**config.mk**
```make
export PLATFORM = sky130hd
export DESIGN_NAME = seq_detector_prog
export DESIGN_NICKNAME = d
export VERILOG_FILES = /design/src/rtl/seq_detector_prog_pkg.sv /design/src/rtl/seq_match_cmp.sv /design/src/rtl/seq_detector_prog.sv
export SDC_FILE = /design/constraint.sdc
export NUM_CORES = 1
export LEC_CHECK = 0
export ABC_CLOCK_PERIOD_IN_PS = 6300
export CORE_AREA = 2 2 43 85
export DETAILED_ROUTE_END_ITERATION = 12
export DIE_AREA = 0 0 45 87
export DONT_BUFFER_PORTS = 1
export PLACE_DENSITY_LB_ADDON = 0.12
export SLEW_MARGIN = 20
export SYNTH_ARGS = -nofsm -noshare
export SYNTH_HDL_FRONTEND = slang
export SYNTH_SLANG_ARGS = --single-unit
export TNS_END_PERCENT = 50
```
**constraint.sdc**
```tcl
create_clock -name clk -period 6.3 [get_ports clk]
set_input_delay 1.26 -clock clk [delete_from_list [all_inputs] [get_ports clk]]
set_output_delay 1.26 -clock clk [all_outputs]
set_load 0.02 [all_outputs]
```
**src/rtl/seq_detector_prog_pkg.sv**
```systemverilog
// Shared definitions for the programmable serial-sequence detector.
// Holds the FSM state encodings used by seq_detector_prog.
package seq_detector_prog_pkg;

  typedef logic [1:0] state_t;

  localparam state_t ST_IDLE  = 2'd0;  // no legal pattern loaded
  localparam state_t ST_HUNT  = 2'd1;  // searching the stream
  localparam state_t ST_FOUND = 2'd2;  // match accepted on the previous edge

endpackage

```
**src/rtl/seq_match_cmp.sv**
```systemverilog
// Masked pattern compare for seq_detector_prog. Purely combinational.
// Ports:
//   history  in   MAX_LEN  most recent bits, bit 0 = newest
//   pat      in   MAX_LEN  pattern, bit 0 = last bit expected
//   len      in   LEN_W    number of low bits that take part in the compare
//   hit      out  1        low len bits of history equal those of pat
module seq_match_cmp #(
  parameter int MAX_LEN = 8,
  parameter int LEN_W   = $clog2(MAX_LEN + 1)
) (
  input  logic [MAX_LEN-1:0] history,
  input  logic [MAX_LEN-1:0] pat,
  input  logic [LEN_W-1:0]   len,
  output logic               hit
);

  logic [MAX_LEN-1:0] mask;

  always_comb begin
    mask = '0;
    for (int unsigned i = 0; i < MAX_LEN; i++) begin
      mask[i] = (LEN_W'(i) < len);
    end
    hit = (((history ^ pat) & mask) == '0);
  end

endmodule

```
**src/rtl/seq_detector_prog.sv**
```systemverilog
// Programmable Moore serial-sequence detector.
// The pattern, its length and the overlap mode are loaded at run time.
// Ports:
//   clk          in   1        clock, posedge
//   rst          in   1        synchronous active-high reset
//   en           in   1        x is a valid sample this cycle
//   x            in   1        serial data bit
//   cfg_load     in   1        load cfg_pat/cfg_len/cfg_overlap
//   cfg_pat      in   MAX_LEN  pattern, bit cfg_len-1 received first
//   cfg_len      in   LEN_W    pattern length, legal 1..MAX_LEN
//   cfg_overlap  in   1        1 = overlapping matches allowed
//   y            out  1        high while in FOUND
//   match_cnt    out  CNT_W    saturating match count since reset/load
//   armed        out  1        legal pattern loaded, detection active
module seq_detector_prog
  import seq_detector_prog_pkg::*;
#(
  parameter  int MAX_LEN = 8,
  parameter  int CNT_W   = 8,
  localparam int LEN_W   = $clog2(MAX_LEN + 1)
) (
  input  logic               clk,
  input  logic               rst,
  input  logic               en,
  input  logic               x,
  input  logic               cfg_load,
  input  logic [MAX_LEN-1:0] cfg_pat,
  input  logic [LEN_W-1:0]   cfg_len,
  input  logic               cfg_overlap,
  output logic               y,
  output logic [CNT_W-1:0]   match_cnt,
  output logic               armed
);

  state_t             state;
  logic [MAX_LEN-1:0] pat_q;
  logic [LEN_W-1:0]   len_q;
  logic               ovl_q;

  // The oldest history bit is only ever needed in the compare of the sample
  // that shifts it out, so the register holds MAX_LEN-1 bits and the
  // compare works on the post-shift view.
  logic [MAX_LEN-2:0] history;
  logic [MAX_LEN-1:0] hist_next;
  logic [LEN_W-1:0]   seen;
  logic [LEN_W-1:0]   seen_inc;
  logic               hit;
  logic               match;
  logic               len_legal;

  always_comb begin
    hist_next = {history, x};
    seen_inc  = (seen == LEN_W'(MAX_LEN)) ? seen : seen + LEN_W'(1);
    match     = (seen_inc >= len_q) && hit;
    len_legal = (cfg_len != '0) && (cfg_len <= LEN_W'(MAX_LEN));
  end

  seq_match_cmp #(
    .MAX_LEN (MAX_LEN),
    .LEN_W   (LEN_W)
  ) u_cmp (
    .history (hist_next),
    .pat     (pat_q),
    .len     (len_q),
    .hit     (hit)
  );

  always_ff @(posedge clk) begin
    if (rst) begin
      state     <= ST_IDLE;
      pat_q     <= '0;
      len_q     <= '0;
      ovl_q     <= 1'b0;
      history   <= '0;
      seen      <= '0;
      match_cnt <= '0;
    end else if (cfg_load) begin
      history   <= '0;
      seen      <= '0;
      match_cnt <= '0;
      if (len_legal) begin
        pat_q <= cfg_pat;
        len_q <= cfg_len;
        ovl_q <= cfg_overlap;
        state <= ST_HUNT;
      end else begin
        state <= ST_IDLE;
      end
    end else if (state != ST_IDLE) begin
      if (en) begin
        history <= hist_next[MAX_LEN-2:0];
        if (match) begin
          state <= ST_FOUND;
          seen  <= ovl_q ? seen_inc : '0;
          if (match_cnt != '1) match_cnt <= match_cnt + CNT_W'(1);
        end else begin
          state <= ST_HUNT;
          seen  <= seen_inc;
        end
      end else begin
        state <= ST_HUNT;
      end
    end
  end

  assign y     = (state == ST_FOUND);
  assign armed = (state != ST_IDLE);

endmodule

```
* After elaboration in Yosys (flattened, before gate mapping)
Index checks and enable logic that the tools add are counted.
Word-level totals: input bits 18, register bits 34, logic and storage cells 42
Operators by class: eq/ne operators 3, muxes and demuxes 8, add/sub/neg operators 2, reduce and logical (&&, ||, !) cells 10, order comparisons 10, bitwise operators 2
Operator list (count):
- $lt 3x4->1 const A | 4
- $mux 4 | 3
- $add 8x1->8 const B | 1
- $and 8x8->8 | 1
- $logic_not 8->1 | 1
- $lt 1x4->1 const A | 2
- $lt 2x4->1 const A | 2
- $mux 2 | 4
- $ne 8x8->1 const B | 1
- $xor 8x8->8 | 1
- $add 4x1->4 const B | 1
- $eq 4x4->1 const B | 1
- $ge 4x4->1 | 1
- $le 4x4->1 const B | 1
- $reduce_and 2->1 | 2
- $reduce_and 4->1 | 1
- $reduce_bool 2->1 | 2
- $reduce_bool 4->1 | 1
- $eq 2x2->1 const B | 1
- $logic_and 1x1->1 | 2
- $reduce_or 2->1 | 1
- $mux 1 | 1

* Depth between registers and ports, before layout
Gate-level depths: netlist (run 1).
depth in word-level cells 8, depth in mapped cells 13, depth with buffers taken out 11

* Hierarchy
A second synthesis (run 1) with hierarchy kept.
Second synthesis, totals: cells, all modules 207, area, all modules 1717.9 µm²
Modules (own cells, without submodules):
- seq_detector_prog | seq. area each 680.7 µm², times used 1, area each 1552.7 µm², cells an instance 183
- seq_match_cmp | seq. area each 0.0 µm², times used 1, area each 165.2 µm², cells an instance 24

* Worst setup path before layout (run 1)
Ideal clock, no wire load.
path kind register to register, start register seen[0], end register seen[2], clock period less this slack 2.511 ns, stages on the path, launching flop included 14, data arrival time 2.410 ns, data required time 6.199 ns, slack 3.789 ns, cells stage by stage dfxtp_1 > inv_1 > ha_1 > and3b_1 > clkbuf_1 > xnor2_1 > ha_1 > nand2b_1 > a211oi_1 > o21bai_1 > o211ai_2 > buf_4 > nor2_1 > o41ai_1
On the way: longest elaborated chain between the ends 5
Ends and longest elaborated chain:
- from (decl) | RTL line seq_detector_prog.sv:45 | logic [LEN_W-1:0] seen;
- from (signal assigned) | RTL line seq_detector_prog.sv:94 | seen <= ovl_q ? seen_inc : '0;
- from (signal assigned) | RTL line seq_detector_prog.sv:98 | seen <= seen_inc;
- $add 4x1->4 or $eq 4x4->1 (tied branches) | RTL line seq_detector_prog.sv:53 | seen_inc = (seen == LEN_W'(MAX_LEN)) ? seen : seen + LEN_W'(1);
- $mux 4 (*) | RTL line seq_detector_prog.sv:53
- $ge 4x4->1 | RTL line seq_detector_prog.sv:54 | match = (seen_inc >= len_q) && hit;
- $logic_and 1x1->1 | RTL line seq_detector_prog.sv:54
- $mux 4 (*) | RTL line seq_detector_prog.sv:92 | if (match) begin
Every way passes the cells marked *; elsewhere a longest branch is shown, timed or not. A chain may end at the register's enable or synchronous reset.

* Worst setup path after layout (run 1)
start register seen[0], end register match_cnt[5]
On the way: longest elaborated chain between the ends 5
Ends and longest elaborated chain:
- $add 4x1->4 or $eq 4x4->1 (tied branches) | RTL line seq_detector_prog.sv:53
- $mux 4 (*) | RTL line seq_detector_prog.sv:53
- $ge 4x4->1 (*) | RTL line seq_detector_prog.sv:54
- $logic_and 1x1->1 (*) | RTL line seq_detector_prog.sv:54
- $reduce_and 4->1 (no line) (*)
- to (signal assigned) | RTL line seq_detector_prog.sv:95 | if (match_cnt != '1) match_cnt <= match_cnt + CNT_W'(1);
- to (decl) | RTL line seq_detector_prog.sv:31 | output logic [CNT_W-1:0] match_cnt,
Marked as above.

==> run_results.csv, run 1 <==
group,metric,value,unit
worst_setup_path,path_cells,"inv_1 > ha_1 > and3b_1 > xnor2_1 > ha_1 > nand2b_1 > a211oi_1 > o21bai_1 > o211ai_2 > or4_1 > a21oi_1",
timing,max_freq,340,MHz
floorplanning,ios,28,
logic_synthesis,synth.largest_area_cell,"dfxtp_1",
clock_tree,post_cts_buffers,0,
flow_run,maxCapViolations,0,
routing,via_count,1343,
global_route,grt_pass1_vias,1311,
logic_synthesis,synthFlopType,"dfxtp_1",
clock_tree,clk_transition_reported_paths,0.07,ns
global_route,antenna_found_initial,0,
placement,gp_congestion,0.890,
hold_path,hp-class,"reg2reg",
logic_synthesis,seq_area_frac_synth,0.390,
routing,drt_first_pass_iters,4,
cells_and_area,fin_cells,231,
timing,layout_min_cycle_time,2.95,ns
worst_setup_path,start_kind,"flop",
floorplanning,core_region_area,3300,µm²
logic_synthesis,synth_seq_cells,34,
clock_tree,cts_tree,"built",
worst_setup_path,max_stage_delay,0.59,ns
pwr,vdd_drop_max,0.175,mV
floorplanning,initial_core_util,0.528,
logic_synthesis,synth-edff-count,0,
worst_setup_path,critPathKind,"reg2reg",
floorplanning,fp.dieW,45,µm
clock_tree,clock_latency,0.29,ns
routing,wirelength,3620,µm
routing,drc,0,
routing,drtIter0Drc,26,
logic_synthesis,synth_area_leaders,"dfxtp_1, mux2i_1, a21oi_1, ha_1, xnor2_1",
clock_tree,ctsHoldBuffers,0,
cells_and_area,diodes,0,
floorplanning,die_h,87,µm
timing,worstMarginPinSlew,0.715,ns
logic_synthesis,ys_warn_count,0,
cells_and_area,fill_cells,326,
floorplanning,num_rows,30,
logic_synthesis,netlist_area,1750,µm²
global_route,track_usage,0.205,
clock_tree,clk_path_buf_depth,2,
global_route,grt_pass1_wl,5920,µm
routing,ant_nets,0,
global_route,overflow,0,
pwr,p_per_area,243,nW/µm²
timing,setup_ws,3.35,ns
logic_synthesis,syn_nets,227,
cells_and_area,fin_nets,223,
clock_tree,cts_sinks,34,
worst_setup_path,crit_top_cell,"ha_1",
logic_synthesis,ys_top_cells_by_count,"dfxtp_1, nand2_1, nor2_1, a21oi_1",
timing,final.setup.tns,0,ns
pwr,p_leak,0.000682,µW
routing,via_per_inst,5.81,
floorplanning,die-area,3920,µm²
worst_setup_path,cp.required,6.52,ns
logic_synthesis,ys_types,43,
placement,pre_cts_slack,3.42,ns
logic_synthesis,synthArstFlopShare,0,
worst_setup_path,cpMaxStageDelayCell,"or4_1",
cells_and_area,seq_area,681,µm²
status,run_status,"completed",
cells_and_area,multi_input_area,975,µm²
logic_synthesis,post-synth-top-count-cell,"dfxtp_1",
timing,clock_skew,0.00346,ns
logic_synthesis,synth.top_cell.area_share,0.390,
worst_setup_path,crit_path_max_fanout,17,
clock_tree,cts_made_buffers,5,
logic_synthesis,avgSynthCellArea,8.64,µm²
global_route,grt_max_degree,18,
timing,min_period_over_period,0.468,
cells_and_area,drive_above_1_share,0.0754,
clock_tree,cts_root_buf,"clkbuf_8",
placement,dp_hpwl,2620,µm
logic_synthesis,synth_cells,202,
placement,portBuffers,0,
routing,avgRoutedWirePerCell,15.7,µm
worst_setup_path,endpoint_kind,"flop",
clock_tree,cts_resized,0,
cells_and_area,syn2layout_area_growth,4.09,%
clock_tree,htreeDepth,2,
placement,dp.cells,223,
worst_setup_path,worstPathArrival,3.16,ns
timing,rsz0062_at_grt,"no",
timing,hold_viol,0,
timing,setup_viol,0,
timing,slew_headroom,0.522,
timing,slew_viol_final,0,
-- report_power, final --
part           leakage [µW]  switching [µW]  internal [µW]  total [µW]
clock             0.0000472            80.0           87.7         168
combinational      0.000359            30.6           17.4        48.0
sequential         0.000276            5.63            220         226
-- registers in the layout, summed over array words and instances, names as in the netlist --
signal	cells
len_q	4
seen	4
history	7
pat_q	8
match_cnt	8
ovl_q	1
state	2
-- path summary, 6_finish.rpt --
| check | to | cells after the start | startpoint | slack [ns] |
|---|---|---|---|---|
| min | history[6] | 2 | history[6] | 0.48 |
| min reg2reg | history[6] | 2 | history[6] | 0.48 |
| max reg2reg | match_cnt[5] | 11 | seen[0] | 3.35 |
| max | match_cnt[5] | 11 | seen[0] | 3.35 |
-- cells by family after synthesis --
kind of cell | after synthesis | share of synthesized area
compound gates | 44 | 0.165
xor+xnor | 12 | 0.0602
fa+ha+maj | 7 | 0.0502
buf+inv | 18 | 0.0516
flops | 34 | 0.390
mux | 12 | 0.0688
simple gates | 75 | 0.214
-- cells in the final DEF, fill, tap and decap left out, drive strengths merged, types with 2 or more instances in the layout --
cell,count
o21ai,6
or4,5
nand3,12
mux2i,12
clkbuf,6
nor3,3
nand2,21
xnor2,10
or2,2
xor2,2
and3,2
inv,7
o31ai,6
nor2,21
dfxtp,34
nor4,2
ha,7
a21oi,19
o22ai,2
-- layer usage --
metal / track usage / routed length [µm] / vias up
met5: 0 / 0 / -
met4: 0.115 / 109 / 0
met3: 0.0477 / 111 / 12
met2: 0.332 / 1860 / 20
met1: 0.237 / 1540 / 606
li1: - / - / 705
-- worst max-delay path, delay by kind of cell, from the launching register on --
kind	cells	cell delay, ns
buffers and inverters	1	0.10
adder cells (fa/ha/maj)	2	0.49
AO/OA/AOI/OAI	4	0.77
XOR/XNOR	1	0.16
AND/OR/NAND/NOR	3	0.92
flip-flops	1	0.43
-- area by class of cell --
cell class | count | share of cell area
multi-input combinational | 150 | 0.537
sequential | 34 | 0.375
clock buffer | 6 | 0.0455
tap | 32 | 0.0220
clock inverter | 2 | 0.00689
inverter | 7 | 0.0145
-- stage by stage --
stage,area (µm²),util,power (µW),hold WS (ns)
after global routing,1820,0.550,461,0.499
after global placement,1720,0.521,278,0.462
final,1820,0.550,442,0.476
after detailed placement,1720,0.521,279,0.469
after CTS,1820,0.550,448,0.479
after floorplan,1750,-,273,0.448
(Power assumes the default switching activity.)
==> run 2, diff against run 1 <==
--- a/config.mk
+++ b/config.mk
@@ -5,7 +5,7 @@
 export SDC_FILE = /design/constraint.sdc
 export NUM_CORES = 1
 export LEC_CHECK = 0
-export ABC_CLOCK_PERIOD_IN_PS = 6300
+export ABC_CLOCK_PERIOD_IN_PS = 2650
 export CORE_AREA = 2 2 43 85
 export DETAILED_ROUTE_END_ITERATION = 12
 export DIE_AREA = 0 0 45 87
==> constraint.sdc (replaced) <==
create_clock -name clk -period 2.65 [get_ports clk]
set_input_delay 0.53 -clock clk [delete_from_list [all_inputs] [get_ports clk]]
set_output_delay 0.53 -clock clk [all_outputs]
set_load 0.02 [all_outputs]
==> run_results.csv, run 2 (synthesis results as in run 1) <==
group,metric,value,unit
pwr,combPwrFrac,0.133,
clock_tree,htreeDepth,2,
floorplanning,core_region_area,3300,µm²
routing,drtIter0Drc,30,
cells_and_area,drive_above_1_share,0.146,
global_route,grt_max_degree,17,
timing,hold_slack,0.299,ns
global_route,track_usage,0.213,
hold_path,hp-class,"in2reg",
cells_and_area,finalCoreUtilization,0.589,
global_route,grt_pass1_vias,1375,
cells_and_area,layout_common_cells,"dfxtp_1, nand2_1, nor2_1",
clock_tree,clock_latency,0.29,ns
clock_tree,clk_path_buf_depth,2,
worst_setup_path,endpoint_kind,"flop",
pwr,p_switching,304,µW
timing,slew_headroom,0.426,
floorplanning,initial_core_util,0.528,
cells_and_area,diodes,0,
placement,portBuffers,0,
worst_setup_path,start_kind,"flop",
timing,setup_viol,0,
pwr,p_leak,0.000732,µW
routing,avgRoutedWirePerCell,16.6,µm
timing,clock_skew,0.00399,ns
floorplanning,die_h,87,µm
cells_and_area,fin_nets,229,
timing,slew_viol_final,0,
cells_and_area,final_common_cell,"dfxtp_1",
pwr,p_sw_frac,0.260,
pwr,clkPwrFrac,0.409,
clock_tree,cts_root_buf,"clkbuf_8",
clock_tree,cts_sinks,34,
worst_setup_path,critPathKind,"reg2reg",
timing,layout_min_cycle_time,2.53,ns
status,run_status,"completed",
clock_tree,cts_made_buffers,5,
cells_and_area,syn2layout_area_growth,11.5,%
pwr,sequentialPowerShare,0.458,
floorplanning,fp.dieW,45,µm
timing,min_period_over_period,0.956,
global_route,antenna_found_initial,0,
cells_and_area,fin_area,1950,µm²
clock_tree,ctsHoldBuffers,0,
placement,place_area,1740,µm²
timing,final.setup.tns,0,ns
clock_tree,cts_tree,"built",
routing,wirelength,3930,µm
timing,hold_viol,0,
pwr,p_per_area,602,nW/µm²
worst_setup_path,cp.required,2.84,ns
routing,via_per_inst,6.04,
placement,dp_hpwl,2650,µm
pwr,p_int,867,µW
timing,worstMarginPinSlew,0.860,ns
routing,drc,0,
routing,drt_first_pass_iters,4,
floorplanning,die-area,3920,µm²
pwr,vdd_drop_max,0.434,mV
floorplanning,ios,28,
routing,via_count,1431,
timing,max_freq,395,MHz
global_route,overflow,0,
worst_setup_path,crit_path_max_fanout,7,
floorplanning,num_rows,30,
cells_and_area,top_regs,"match_cnt: 8 flops, pat_q: 8 flops, history: 7 flops",
clock_tree,clk_transition_reported_paths,0.07,ns
worst_setup_path,worstPathArrival,2.72,ns
placement,gp_congestion,0.813,
flow_run,maxCapViolations,0,
global_route,grt_pass1_wl,6220,µm
routing,ant_nets,0,
pwr,p_total,1170,µW
[run 2: cell types whose count changed in the layout (fill, tap and decap cells not counted), sizes merged]
cell | previous run | this run
o211ai | 1 | 2
clkbuf | 6 | 5
bufinv | 0 | 1
clkinv | 1 | 0
buf | 0 | 5
clkinvlp | 1 | 2
[run 2: timing repair]
item,CTS,global route
endpoints found under the setup margin,2,11
setup buffers,0,2
pin swaps,0,5
gates cloned,0,1
resized for setup,1,11
[run 2: critical path, stage by stage (launching register included)]
cell	delay [ns]
dfxtp_1	0.31
buf_4	0.15
ha_1	0.23
xnor2_2	0.21
nor2_1	0.08
ha_1	0.27
o21ai_0	0.13
o21bai_4	0.27
o211ai_4	0.14
buf_4	0.18
o31a_1	0.28
o21a_1	0.18
[run 2: power by group through the flow]
stage	Clock (µW)	Combinational [µW]	Sequential, µW
2_1_floorplan	0	104	545
3_3_place_gp	0	119	549
3_5_place_dp	0	122	549
4_1_cts	488	127	537
5_1_grt	508	170	539
6_report	479	156	537
[run 2: metal layers]
metal | share of wire | track usage | vias to the layer above
met3 | 0.035 | 0.0477 | 12
met5 | 0 | 0 | -
met2 | 0.52 | 0.349 | 28
met4 | 0.031 | 0.0882 | 0
li1 | - | - | 722
met1 | 0.41 | 0.258 | 669
[run 2: layout make-up]
cell class              instances  area [µm²]
clock buffers                   5        68.8
clock inverters                 3        45.0
fillers                       315        1360
inverters                       7        26.3
multi-input cells             151        1050
flip-flops and latches         34         682
well taps                      32        40.0
repair buffers                  5        37.5
[run 2: final timing paths]
kind | slack, ns | end | cells past startpoint | start
min | 0.30 | len_q[3] | 1 | rst
min reg2reg | 0.47 | history[6] | 2 | history[6]
max | 0.12 | match_cnt[6] | 11 | seen[0]
max reg2reg | 0.12 | match_cnt[6] | 11 | seen[0]
[run 2: stage by stage]
stage,cells,setup WS (ns)
CTS,234,0.0164
global route,237,-0.0277
detailed placement,226,0.00302
floorplan,202,0.139
global placement,226,0.114
finish,237,0.116
